==> src/rtl/icache_fetch_ctrl.sv <==
// Purpose : sequences one fetch request at a time into the icache, drops stale responses
//           after a redirect, retries timed-out accesses, and serialises full invalidations.
// Latency : fetch_req_i sampled in IDLE -> icache_req_valid_o next cycle; minimum 3 cycles to fetch_valid_o.
// Backpr. : icache_req_valid_o and its address hold until icache_ready_i; fetch_stall_o holds the PC.
//
// Ports:
//   clk_i, rstn_i                 clock, synchronous active-low reset
//   fetch_req_i, fetch_addr_i     request from the fetch stage
//   flush_i                       PC redirect, makes any outstanding access stale
//   invalidate_icache_i           pulse requesting a full icache invalidation
//   icache_ready_i                icache accepts a request/invalidate this cycle
//   icache_resp_*_i               response word and page-fault flag
//   icache_req_valid_o/addr_o     request to the icache
//   icache_inval_o, icache_kill_o invalidate command, abort of the outstanding access
//   fetch_valid_o/data_o/xcpt_o   registered delivery back to the fetch stage
//   fetch_stall_o                 fetch stage must hold its PC
//   retry_o                       pulse when a timed-out access is reissued
//
// Build option: define FETCH_TIMEOUT_EN to include the timeout counter, retry path and KILL timeout exit.

module icache_fetch_ctrl #(
    parameter int ADDR_SIZE = 40,
    parameter int TIMEOUT   = 64
) (
    input  logic                 clk_i,
    input  logic                 rstn_i,
    input  logic                 fetch_req_i,
    input  logic [ADDR_SIZE-1:0] fetch_addr_i,
    input  logic                 flush_i,
    input  logic                 invalidate_icache_i,
    input  logic                 icache_ready_i,
    input  logic                 icache_resp_valid_i,
    input  logic [31:0]          icache_resp_data_i,
    input  logic                 icache_resp_xcpt_i,
    output logic                 icache_req_valid_o,
    output logic [ADDR_SIZE-1:0] icache_req_addr_o,
    output logic                 icache_inval_o,
    output logic                 icache_kill_o,
    output logic                 fetch_valid_o,
    output logic [31:0]          fetch_data_o,
    output logic                 fetch_xcpt_o,
    output logic                 fetch_stall_o,
    output logic                 retry_o
);

    typedef enum logic [2:0] {
        S_IDLE,
        S_REQ,
        S_WAIT,
        S_KILL,
        S_INVAL,
        S_INVAL_WAIT
    } state_e;

    state_e               state_q, state_d;
    logic [ADDR_SIZE-1:0] addr_q, addr_d;
    logic                 inval_pend_q, inval_pend_d;
    logic                 kill_first_q, kill_first_d;
    logic                 fetch_valid_q, fetch_valid_d;
    logic [31:0]          fetch_data_q, fetch_data_d;
    logic                 fetch_xcpt_q, fetch_xcpt_d;
    logic                 tmo_hit;

`ifdef FETCH_TIMEOUT_EN
    localparam int               CNT_W   = (TIMEOUT > 1) ? $clog2(TIMEOUT) : 1;
    localparam logic [CNT_W-1:0] CNT_MAX = CNT_W'(TIMEOUT - 1);

    logic [CNT_W-1:0] cnt_q, cnt_d;

    // Cleared on any state change (covers entry into WAIT and KILL), counts while
    // resident in WAIT/KILL and saturates at TIMEOUT-1 instead of wrapping.
    always_comb begin
        cnt_d = cnt_q;
        if (state_d != state_q) begin
            cnt_d = '0;
        end else if ((state_q == S_WAIT || state_q == S_KILL) && cnt_q != CNT_MAX) begin
            cnt_d = cnt_q + CNT_W'(1);
        end
    end

    always_ff @(posedge clk_i) begin
        if (!rstn_i) cnt_q <= '0;
        else         cnt_q <= cnt_d;
    end

    assign tmo_hit = (cnt_q == CNT_MAX);
`else
    // No timeout hardware: WAIT and KILL wait for a response indefinitely.
    // TIMEOUT has no effect here; the comparison is always false.
    assign tmo_hit = (TIMEOUT < 0);
`endif

    // State register
    always_ff @(posedge clk_i) begin
        if (!rstn_i) state_q <= S_IDLE;
        else         state_q <= state_d;
    end

    // Next-state logic
    always_comb begin
        state_d = state_q;
        case (state_q)
            S_IDLE: begin
                if (inval_pend_q || invalidate_icache_i) state_d = S_INVAL;
                else if (fetch_req_i && !flush_i)        state_d = S_REQ;
            end
            S_REQ: begin
                // Accepted in the same cycle as a redirect: the icache owns a stale access.
                if (icache_ready_i && flush_i) state_d = S_KILL;
                else if (icache_ready_i)       state_d = S_WAIT;
                else if (flush_i)              state_d = S_IDLE;
            end
            S_WAIT: begin
                if (icache_resp_valid_i) state_d = S_IDLE;
                else if (flush_i)        state_d = S_KILL;
                else if (tmo_hit)        state_d = S_REQ;
            end
            S_KILL: begin
                if (icache_resp_valid_i || tmo_hit) state_d = S_IDLE;
            end
            S_INVAL: begin
                if (icache_ready_i) state_d = S_INVAL_WAIT;
            end
            S_INVAL_WAIT: begin
                if (icache_ready_i) state_d = S_IDLE;
            end
            default: state_d = S_IDLE;
        endcase
    end

    // Datapath and bookkeeping registers
    always_comb begin
        addr_d        = addr_q;
        fetch_valid_d = 1'b0;
        fetch_data_d  = fetch_data_q;
        fetch_xcpt_d  = fetch_xcpt_q;
        if (state_q == S_IDLE && state_d == S_REQ) addr_d = fetch_addr_i;
        // A flush in the response cycle makes the word stale; it is not delivered.
        if (state_q == S_WAIT && icache_resp_valid_i && !flush_i) begin
            fetch_valid_d = 1'b1;
            fetch_data_d  = icache_resp_data_i;
            fetch_xcpt_d  = icache_resp_xcpt_i;
        end
        if (state_d == S_INVAL && state_q != S_INVAL) inval_pend_d = 1'b0;
        else                                          inval_pend_d = inval_pend_q | invalidate_icache_i;
        kill_first_d = (state_d == S_KILL) && (state_q != S_KILL);
    end

    always_ff @(posedge clk_i) begin
        if (!rstn_i) begin
            addr_q        <= '0;
            inval_pend_q  <= 1'b0;
            kill_first_q  <= 1'b0;
            fetch_valid_q <= 1'b0;
            fetch_data_q  <= '0;
            fetch_xcpt_q  <= 1'b0;
        end else begin
            addr_q        <= addr_d;
            inval_pend_q  <= inval_pend_d;
            kill_first_q  <= kill_first_d;
            fetch_valid_q <= fetch_valid_d;
            fetch_data_q  <= fetch_data_d;
            fetch_xcpt_q  <= fetch_xcpt_d;
        end
    end

    // Output logic
    always_comb begin
        icache_req_valid_o = (state_q == S_REQ);
        icache_inval_o     = (state_q == S_INVAL);
        // Retry fires only when the timeout is the winning WAIT exit.
        retry_o            = (state_q == S_WAIT) && !icache_resp_valid_i && !flush_i && tmo_hit;
        icache_kill_o      = ((state_q == S_KILL) && kill_first_q) || retry_o;
        fetch_stall_o      = (state_q != S_IDLE) || inval_pend_q;
    end

    assign icache_req_addr_o = addr_q;
    assign fetch_valid_o     = fetch_valid_q;
    assign fetch_data_o      = fetch_data_q;
    assign fetch_xcpt_o      = fetch_xcpt_q;

endmodule
==> config.mk <==
export PLATFORM = sky130hd
export DESIGN_NAME = icache_fetch_ctrl
export DESIGN_NICKNAME = d
export VERILOG_FILES = /design/src/rtl/icache_fetch_ctrl.sv
export SDC_FILE = /design/constraint.sdc
export NUM_CORES = 1
export LEC_CHECK = 0
export ABC_AREA = 1
export CAP_MARGIN = 25
export CORE_MARGIN = 4
export CORE_UTILIZATION = 42
export CTS_BUF_LIST = sky130_fd_sc_hd__clkbuf_4 sky130_fd_sc_hd__clkbuf_8
export DETAILED_ROUTE_END_ITERATION = 10
export PLACE_DENSITY = 0.88
export SLEW_MARGIN = 20
export SYNTH_ARGS = -nofsm -noshare
export SYNTH_HDL_FRONTEND = slang
export SYNTH_SLANG_ARGS = --single-unit
export TNS_END_PERCENT = 30
==> constraint.sdc <==
create_clock -name clk_i -period 1.7 [get_ports clk_i]
set_clock_uncertainty 0.1 [all_clocks]
set_input_delay 0.17 -clock clk_i [delete_from_list [all_inputs] [get_ports clk_i]]
set_output_delay 0.17 -clock clk_i [all_outputs]
set_load 0.01 [all_outputs]
# Yosys cells after proc, flatten, opt, wreduce, memory -nomap -nowiden
# Index checks and enable logic that the tools add are counted.
[totals]
register_bits = 79
input_bits = 80
word_cells = 45
[classes]
n_eq_ne = 10
muxes = 12
n_bitwise = 2
reduce_logical = 14
[op_table]
columns = ["op", "n"]
rows = [
  ["$mux W3", 10],
  ["$pmux W3 S6", 1],
  ["$eq A3 B2 Y1 const B", 3],
  ["$eq A3 B3 Y1 const B", 3],
  ["$logic_and A1 B1 Y1", 8],
  ["$eq A3 B1 Y1 const B", 2],
  ["$logic_not A3 Y1", 1],
  ["$ne A3 B2 Y1 const B", 1],
  ["$ne A3 B3 Y1 const B", 1],
  ["$reduce_bool A3 Y1", 1],
  ["$logic_or A1 B1 Y1", 2],
  ["$reduce_or A2 Y1", 1],
  ["$logic_not A1 Y1", 1],
  ["$mux W1", 1],
  ["$not A1 Y1", 1],
  ["$or A1 B1 Y1", 1],
]

# Logic depth before layout (Yosys ltp)
# Gate-level depths: netlist of run 1.
[depth]
ltp_word = 8
ltp_mapped = 9
mapped_depth_nobuf = 8

# Worst setup path before layout of run 1
# Ideal clock, no wire load.
[synth_path]
path_type = "reg-to-reg"
start = "register state_q[0]"
end = "register addr_q[0] (netlist: icache_req_addr_o[0])"
setup_time_ps = 113
arrival_ps = 1084
t_required_ps = 1487
slack_ps = 403
path_stages_with_launch = 9
n_path_buf = 1
path_cell_list = "dfxtp_1 > inv_2 > nand2_1 > nand2_2 > nor2_8 > buf_6 > nand2_1 > nand2_1 > nor2_1"
[synth_via]
elab_chain_len = 6
elab_cells_between_ends = 19
cone_classes = "eq/ne: 6; mux: 11; reduce/logical: 2"
[synth_lines]
columns = ["element", "line", "text"]
rows = [
  ["start, declared", "55", "state_e state_q, state_d;"],
  ["start signal, assigned", "96", "else state_q <= state_d;"],
  ["$mux W3", "111", "else if (flush_i) state_d = S_IDLE;"],
  ["$mux W3", "110", "else if (icache_ready_i) state_d = S_WAIT;"],
  ["$mux W3", "109", "if (icache_ready_i && flush_i) state_d = S_KILL;"],
  ["$pmux W3 S6", "102", "case (state_q)"],
  ["$eq A3 B1 Y1", "137", "if (state_q == S_IDLE && state_d == S_REQ) addr_d = fetch_addr_i;"],
  ["$logic_and A1 B1 Y1 (*)", "137", ""],
  ["end signal, assigned", "158", "addr_q <= addr_d;"],
  ["end, declared", "56", "logic [ADDR_SIZE-1:0] addr_q, addr_d;"],
]
# Mark *: on every way between the ends. The rest lies on a longest branch, timed or not.
# A chain may end at the register's enable or synchronous reset.

# Final worst setup path of run 1
[layout_path]
start = "register state_q[1]"
end = "output port fetch_stall_o"
[layout_via]
elab_chain_len = 2
[layout_lines]
columns = ["element", "line", "text"]
rows = [
  ["$reduce_bool A3 Y1", "174", "fetch_stall_o = (state_q != S_IDLE) || inval_pend_q;"],
  ["$logic_or A1 B1 Y1", "174", ""],
  ["end, declared", "42", "output logic fetch_stall_o,"],
]
# Every way passes these cells.

==> results of run 1 <==
-- layer usage --
metal / vias up / wire length [µm] / track usage
met5: - / 0 / 0
li1: 1662 / - / -
met4: 0 / 104 / 0.0711
met2: 114 / 4200 / 0.344
met3: 12 / 1070 / 0.0947
met1: 1356 / 3160 / 0.186
-- cell type report --
type | count | area [µm²] | area share
repair buffers | 172 | 1730 | 0.339
flip-flops and latches | 79 | 1580 | 0.310
multi-input cells | 268 | 1150 | 0.224
inverters | 84 | 315 | 0.0617
clock buffers | 12 | 159 | 0.0311
well taps | 99 | 124 | 0.0242
clock inverters | 4 | 52.6 | 0.0103
-- worst min-delay path by stage --
stage          cells after the start  slack [ps]               end
4_1_cts                            3         120  fetch_data_o[13]
6_report                           3         140   fetch_data_o[6]
2_1_floorplan                      2         240        state_q[1]
5_1_grt                            3         170  fetch_data_o[25]
3_3_place_gp                       2         330  fetch_data_o[29]
3_5_place_dp                       2         330  fetch_data_o[19]
-- state kept, by name, summed over array words and instances, names as in the netlist --
name	count
fetch_data_o	32
fetch_valid_o	1
fetch_xcpt_o	1
icache_req_addr_o	40
inval_pend_q	1
state_q	3
kill_first_q	1
-- cells by family after synthesis --
kind of cell	after synthesis	share of synthesized area
buffers and inverters	108	0.153
AOI/OAI and AO/OA	69	0.107
DFF	79	0.492
and+or+nand+nor	198	0.246
other	1	0.00117
-- power breakdown --
group | total (mW) | switching, mW | internal, mW
logic | 0.871 | 0.376 | 0.495
clock network | 1.44 | 0.661 | 0.781
registers | 2.02 | 0.0624 | 1.96
total | 4.33 | 1.10 | 3.23
-- critical path: cells and delay by family (launching register included) --
kind          cells  cell delay (ps)
buf+inv           1              240
flops             1              360
simple gates      3              440
-- metrics by stage --
step / utilization / hold WS [ps] / instance area (µm²) / setup WS (ps)
floorplan: - / 235 / 3210 / 403
global placement: 0.667 / 329 / 4890 / 77.8
detailed placement: 0.667 / 334 / 4890 / 40.5
CTS: 0.696 / 119 / 5100 / -173
global route: 0.697 / 168 / 5110 / 9.64
finish: 0.697 / 136 / 5110 / 53.2
-- cells in the mapped netlist (all sizes together) --
master and instances:
o21ai 34, nand3 8, nor2 92, nand4 1, nand2 96, clkbuf 8
buf 16, dfxtp 79, inv 84, or2 1, a21oi 35, conb 1
-- repair_timing --
item                       in CTS  in global routing
setup endpoints to repair       4                  2
hold buffers                    0                  0
gates cloned                    0                  0
resized for setup               7                  3
==> results.ini, run 1 <==
[run_status]
outcome=completed

[clocking]
clk_pin_slew_ps=80
cts_setup_buffers=0
clock-sinks=79
cts.path.max_buffers=2
cts_tree=done
insertion_delay_ps=340
h-tree-depth=3
root_buffer=clkbuf_8
cts_buffers=9

[worst_hold_path]
hp-class=in -> reg
holdCritStartpoint=rstn_i

[power]
power_mw=4.33
power.leakage_nw=2.20
p_per_area_nw_per_um2=848
max-vdd-ir-drop_mv=0.522

[timing]
tns_ps=0
setup_violations=0
finalCritPeriodShare=0.969
rsz0062_at_grt=no
period_needed_ps=1650
drv_slew=0
hold_violations=0
fmaxAchievable_ghz=0.607

[final_layout]
drive_gt1_frac=0.0727
fillers=563
layout_commonest_cell=clkdlybuf4s50_1
fin_nets=694
area_growth_pct=59.0
final_cell_mix=clkdlybuf4s50_1 (152), nand2_1 (94), nor2_1 (88)
fin_cells=718
diodes=0

[placement]
place_congestion=0.816
port_buffers=157
dp_cells=702
hpwl_um=6620

[global_routing]
grt_pass1_vias=3160
grt_pass1_wl_um=13600
gr-total-overflow=0
grt_max_degree=58
antenna_found_initial=0
grt_usage=0.190

[floorplanning]
start_util=0.438
fp.dieW_um=95.5
die_h_um=95.5
die_area_um2=9110
core_region_area_um2=7330
num_rows=31
io_pins=159

[setup_path]
cp_slowest_cell=dfxtp_2
max_stage_delay_ps=360
endpoint_kind=output port
cp_max_fo=4
crit_required_ps=1430
cp_cell_sequence=nor2_4 -> nand2_2 -> or2_2 -> clkdlybuf4s15_2
critPathKind=reg -> out
cp-startpoint=state_q[1]
arrival_ps=1380
r2r-start=state_q[1]
r2r_cells=7
cp-start-kind=flop
r2r-end=fetch_data_o[4]
crit_end=fetch_stall_o
reg2reg_slack_ps=150

[synthesis]
synth.top_cell.area_share=0.492
yosys_warnings=0
syn_avg_cell_area_um2=7.06
syn_inst=455
ys_ff_latch=79
syn_nets=535
synth.area.top_cells=dfxtp_1 (49%), nand2_1 (11%), nor2_1 (10%)
ys_types=20
synth_area_leader_cell=dfxtp_1
yosysSeqAreaShare=0.492
synth_area_um2=3210

[detailed_routing]
vias=3144
drt_iter0_drc=85
drc=0
dr.pass1.iters=4
wl_per_cell_um=11.9
ant_nets=0
drt_wl_total_um=8530
viasPerCell=4.38

[job]
drv_cap=0

Note: power is estimated with default switching activity, not from simulation.
==> run 2: changes to the inputs <==
--- a/config.mk
+++ b/config.mk
@@ -7,7 +7,6 @@
 export LEC_CHECK = 0
 export ABC_AREA = 1
 export CAP_MARGIN = 25
-export CORE_MARGIN = 4
 export CORE_UTILIZATION = 42
 export CTS_BUF_LIST = sky130_fd_sc_hd__clkbuf_4 sky130_fd_sc_hd__clkbuf_8
 export DETAILED_ROUTE_END_ITERATION = 10
==> results.ini, run 2 (same netlist as run 1, synthesis figures left out) <==
[detailed_routing]
ant_nets=0  ; unchanged
drt_wl_total_um=7670  ; -10%
drt_iter0_drc=95  ; +12%
dr.pass1.iters=4  ; unchanged
wl_per_cell_um=10.7  ; -9.7%
vias=3114  ; -0.95%
drc=0  ; unchanged
viasPerCell=4.36  ; -0.54%

[floorplanning]
start_util=0.438  ; unchanged
num_rows=31  ; unchanged
io_pins=159  ; unchanged
die_area_um2=8000  ; -12%
core_region_area_um2=7330  ; unchanged
die_h_um=89.5  ; -6.3%
fp.dieW_um=89.5  ; -6.3%

[timing]
fin_ws_ps=96.4  ; +43.2 ps
finalCritPeriodShare=0.943  ; -0.0254
drv_slew=0  ; unchanged
rsz0062_at_grt=no
hold_violations=0  ; unchanged
tns_ps=0  ; unchanged
period_needed_ps=1600  ; -43.2 ps
fin_hold_ws_ps=212  ; +75.6 ps
fmaxAchievable_ghz=0.624  ; +2.7%
setup_violations=0  ; unchanged

[global_routing]
grt_pass1_wl_um=11900  ; -12%
antenna_found_initial=0  ; unchanged
grt_max_degree=77  ; +33%
grt_pass1_vias=2886  ; -8.7%
grt_usage=0.194  ; +0.00315
gr-total-overflow=0  ; unchanged

[clocking]
h-tree-depth=3  ; unchanged
cts_buffers=9  ; unchanged
cts_setup_buffers=0  ; unchanged
root_buffer=clkbuf_8
cts.path.max_buffers=2  ; unchanged
clk_pin_slew_ps=90  ; about the same
holdBufCountCts=0  ; unchanged
insertion_delay_ps=330  ; about the same
cts_tree=done
clock-sinks=79  ; unchanged

[final_layout]
multiInputGateArea_um2=1140  ; -0.22%
final_cell_mix=clkdlybuf4s50_1 (152), nand2_1 (94), nor2_1 (89)
fin_nets=691  ; -0.43%
diodes=0  ; unchanged
largest_register_ffs=40  ; unchanged
fin_cells=715  ; -0.42%
area_growth_pct=56.8
fillers=586  ; +4.1%
register_area_um2=1580  ; about the same
layout_commonest_cell=clkdlybuf4s50_1
drive_gt1_frac=0.0682  ; -0.00452

[power]
power.leakage_nw=2.15  ; -2.1%
p_per_area_nw_per_um2=812  ; -4.2%
max-vdd-ir-drop_mv=0.434  ; -17%

[setup_path]
arrival_ps=1330  ; -50 ps
reg2reg_slack_ps=210  ; +60 ps
r2r_cells=7  ; unchanged
cp-start-kind=flop
cp_max_fo=6  ; +2
endpoint_kind=output port
r2r-start=state_q[1]
crit_required_ps=1430  ; about the same
critPathKind=reg -> out
r2r-end=fetch_data_o[4]

[worst_hold_path]
hp-class=in -> reg
hold_depth=4  ; +1
min_to=icache_req_addr_o[36]
holdCritStartpoint=rstn_i

[placement]
dp_cells=699  ; -0.43%
port_buffers=157  ; unchanged
hpwl_um=5780  ; -13%
place_congestion=0.816  ; about the same
post-place-ws_ps=19.2  ; -21.3 ps

[job]
drv_cap=0  ; unchanged

[run_status]
outcome=completed

==> run 2: cell types whose count changed in the layout (fill, tap and decap cells not counted), sizes merged <==
cell	change
clkinv	+5
bufinv	-1
buf	-2
dlymetal6s2s	-1
inv	-1
dlygate4sd2	+1
clkbuf	-3
clkdlybuf4s15	-1
==> run 2: final cells by class <==
cell class	instances	area share
clock inverter	7	0.00993
timing repair buffer	169	0.337
inverter	84	0.0626
sequential	79	0.314
multi-input combinational	268	0.227
clock buffer	9	0.0246
tap	99	0.0246
==> run 2: worst max-delay path, stage by stage, from the launching register on <==
cell and delay, ps:
dfxtp_1 370, inv_2 90, nand2_1 50, nor2_1 180
dlygate4sd2_1 310
==> run 2: per-layer routing <==
layer,part of all wire,global-route usage
met2,0.47,0.346
met3,0.11,0.0813
met5,0,0
met1,0.40,0.200
met4,0.018,0.0794
==> run 2: how the worst max path moves through the flow <==
| stage | endpoint | slack (ps) | from | depth (start not counted) |
|---|---|---|---|---|
| CTS | fetch_stall_o | 20 | state_q[1] | 4 |
| floorplan | icache_req_addr_o[0] | 400 | state_q[0] | 8 |
| detailed placement | icache_req_addr_o[3] | 20 | flush_i | 10 |
| global route | icache_req_valid_o | 20 | state_q[2] | 4 |
| global placement | icache_req_addr_o[3] | 50 | flush_i | 10 |
| finish | icache_req_valid_o | 100 | state_q[2] | 4 |
==> run 2: repair_timing <==
item                       4_1_cts  5_1_grt
pin swaps                        0        1
cloned                           0        0
gates resized for setup          8        3
setup endpoints to repair        4        2
==> run 2: power by group <==
part           total [mW]  switching, mW  internal (mW)
clock                1.23          0.694          0.533
combinational       0.850          0.367          0.484
sequential           2.01         0.0587           1.96
==> run 2: metrics by stage <==
step                      instance area (µm²)  utilization  power (mW)
after floorplan                          3210            -        2.46
after global placement                   4870        0.664        2.90
after detailed placement                 4870        0.664        2.92
after CTS                                5040        0.688        4.15
after global routing                     5040        0.687        4.32
final                                    5040        0.687        4.09
==> run 3: changes to the inputs <==
--- a/config.mk
+++ b/config.mk
@@ -11,6 +11,7 @@
 export CTS_BUF_LIST = sky130_fd_sc_hd__clkbuf_4 sky130_fd_sc_hd__clkbuf_8
 export DETAILED_ROUTE_END_ITERATION = 10
 export PLACE_DENSITY = 0.88
+export SETUP_SLACK_MARGIN = 0.2
 export SLEW_MARGIN = 20
 export SYNTH_ARGS = -nofsm -noshare
 export SYNTH_HDL_FRONTEND = slang
==> results.ini, run 3 (same netlist as run 1, synthesis figures left out) <==
[run_status]
outcome=completed

[setup_path]
r2r_cells=7  ; unchanged
endpoint_kind=output port
reg2reg_slack_ps=220  ; about the same
cp_max_fo=4  ; -2
cp_cell_sequence=nor2_4 -> nand2_2 -> or2_4 -> buf_6
cp-start-kind=flop
arrival_ps=1260  ; -70 ps
cp_slowest_cell=dfxtp_4
crit_required_ps=1430  ; about the same
r2r-end=fetch_data_o[4]
critPathBufInv=1  ; -1
critPathKind=reg -> out
r2r-start=state_q[1]
max_stage_delay_ps=370  ; about the same
critPathTopFamily=simple AND/OR/NAND/NOR gates

[final_layout]
drive_gt1_frac=0.0970  ; +0.0288
final_area_um2=5260  ; +4.4%
area_growth_pct=63.8
fin_nets=704  ; +1.9%
final_cell_mix=clkdlybuf4s50_1 (146), nand2_1 (92), nor2_1 (88)
diodes=0  ; unchanged
largest_register_ffs=40  ; unchanged
fin_cells=728  ; +1.8%
layout_commonest_cell=clkdlybuf4s50_1

[floorplanning]
die_h_um=89.5  ; unchanged
start_util=0.438  ; unchanged
die_area_um2=8000  ; unchanged
num_rows=31  ; unchanged
core_region_area_um2=7330  ; unchanged
io_pins=159  ; unchanged
fp.dieW_um=89.5  ; unchanged

[detailed_routing]
drt_wl_total_um=8300  ; +8.3%
drt_iter0_drc=130  ; +37%
wl_per_cell_um=11.4  ; +6.4%
drc=0  ; unchanged
viasPerCell=4.40  ; +1.1%
ant_nets=0  ; unchanged
dr.pass1.iters=4  ; unchanged
vias=3205  ; +2.9%

[timing]
drv_slew=0  ; unchanged
finalCritPeriodShare=0.897  ; -0.0462
period_needed_ps=1530  ; -78.5 ps
fmaxAchievable_ghz=0.656  ; +5.1%
rsz0062_at_grt=yes
fin_ws_ps=175  ; +78.5 ps
hold_violations=0  ; unchanged
tns_ps=0  ; unchanged
setup_violations=0  ; unchanged

[power]
max-vdd-ir-drop_mv=0.438  ; +0.86%
p_per_area_nw_per_um2=801  ; -1.4%
power.leakage_nw=2.29  ; +6.6%
power_mw=4.21  ; +3.0%

[clocking]
cts_buffers=9  ; unchanged
h-tree-depth=3  ; unchanged
cts_tree=done
clock-sinks=79  ; unchanged
cts.path.max_buffers=2  ; unchanged
insertion_delay_ps=330  ; about the same
holdBufCountCts=0  ; unchanged
root_buffer=clkbuf_8
clk_pin_slew_ps=90  ; about the same

[global_routing]
grt_pass1_wl_um=12100  ; +1.8%
grt_pass1_vias=2900  ; +0.49%
grt_usage=0.197  ; +0.00312
gr-total-overflow=0  ; unchanged
grt_max_degree=77  ; unchanged
antenna_found_initial=0  ; unchanged

[worst_hold_path]
min_to=icache_req_addr_o[36]
holdCritStartpoint=rstn_i
hold_depth=4  ; unchanged
hp-class=in -> reg

[placement]
post-place-ws_ps=19.2  ; unchanged
dpl_cell_area_um2=4870  ; unchanged
place_congestion=0.816  ; unchanged
hpwl_um=5780  ; unchanged
port_buffers=157  ; unchanged
dp_cells=699  ; unchanged

[job]
drv_cap=0  ; unchanged

## run 3: worst max path at each step
stage	depth (start not counted)	slack (ps)	endpoint	from
after CTS	1	190	fetch_data_o[18]	fetch_data_o[18]
final	4	170	fetch_stall_o	state_q[1]
after global routing	4	110	fetch_stall_o	state_q[1]
after floorplan	8	400	icache_req_addr_o[0]	state_q[0]
after detailed placement	10	20	icache_req_addr_o[3]	flush_i
after global placement	10	50	icache_req_addr_o[3]	flush_i
## run 3: per-layer routing
| layer | GRT usage | share of wire | up-vias |
|---|---|---|---|
| met3 | 0.0813 | 0.099 | 16 |
| met1 | 0.207 | 0.41 | 1383 |
| li1 | - | - | 1688 |
| met4 | 0.0794 | 0.019 | 0 |
| met2 | 0.348 | 0.48 | 118 |
| met5 | 0 | 0 | - |
## run 3: timing repair
action	4_1_cts	5_1_grt
endpoints found under the hold margin	0	0
setup endpoints to repair	61	119
cloned	0	6
buffers inserted	2	5
pin swaps	2	4
resized for setup	28	16
## run 3: area by class of cell
type | count | area (µm²)
fillers | 559 | 2070
clock inverters | 7 | 50.0
inverters | 84 | 318
flip-flops and latches | 79 | 1590
clock buffers | 9 | 124
repair buffers | 182 | 1900
well taps | 99 | 124
multi-input cells | 268 | 1160
## run 3: per-stage QoR
step                hold WS (ps)  utilization
global placement             330        0.664
global route                 222        0.718
floorplan                    235            -
finish                       213        0.718
CTS                          209        0.691
detailed placement           337        0.664
## run 3: worst register-to-register path, stage by stage (launching register included)
cell and delay, ps:
dfxtp_4 380, inv_2 40, nor2_2 120, buf_4 140, nand3_2 90, buf_12 190
o21ai_0 230, a21oi_1 70
## run 3: where the power goes
part	leakage (nW)	internal (mW)	switching, mW
combinational	1.56	0.566	0.403
sequential	0.643	1.96	0.0608
clock	0.0929	0.533	0.694
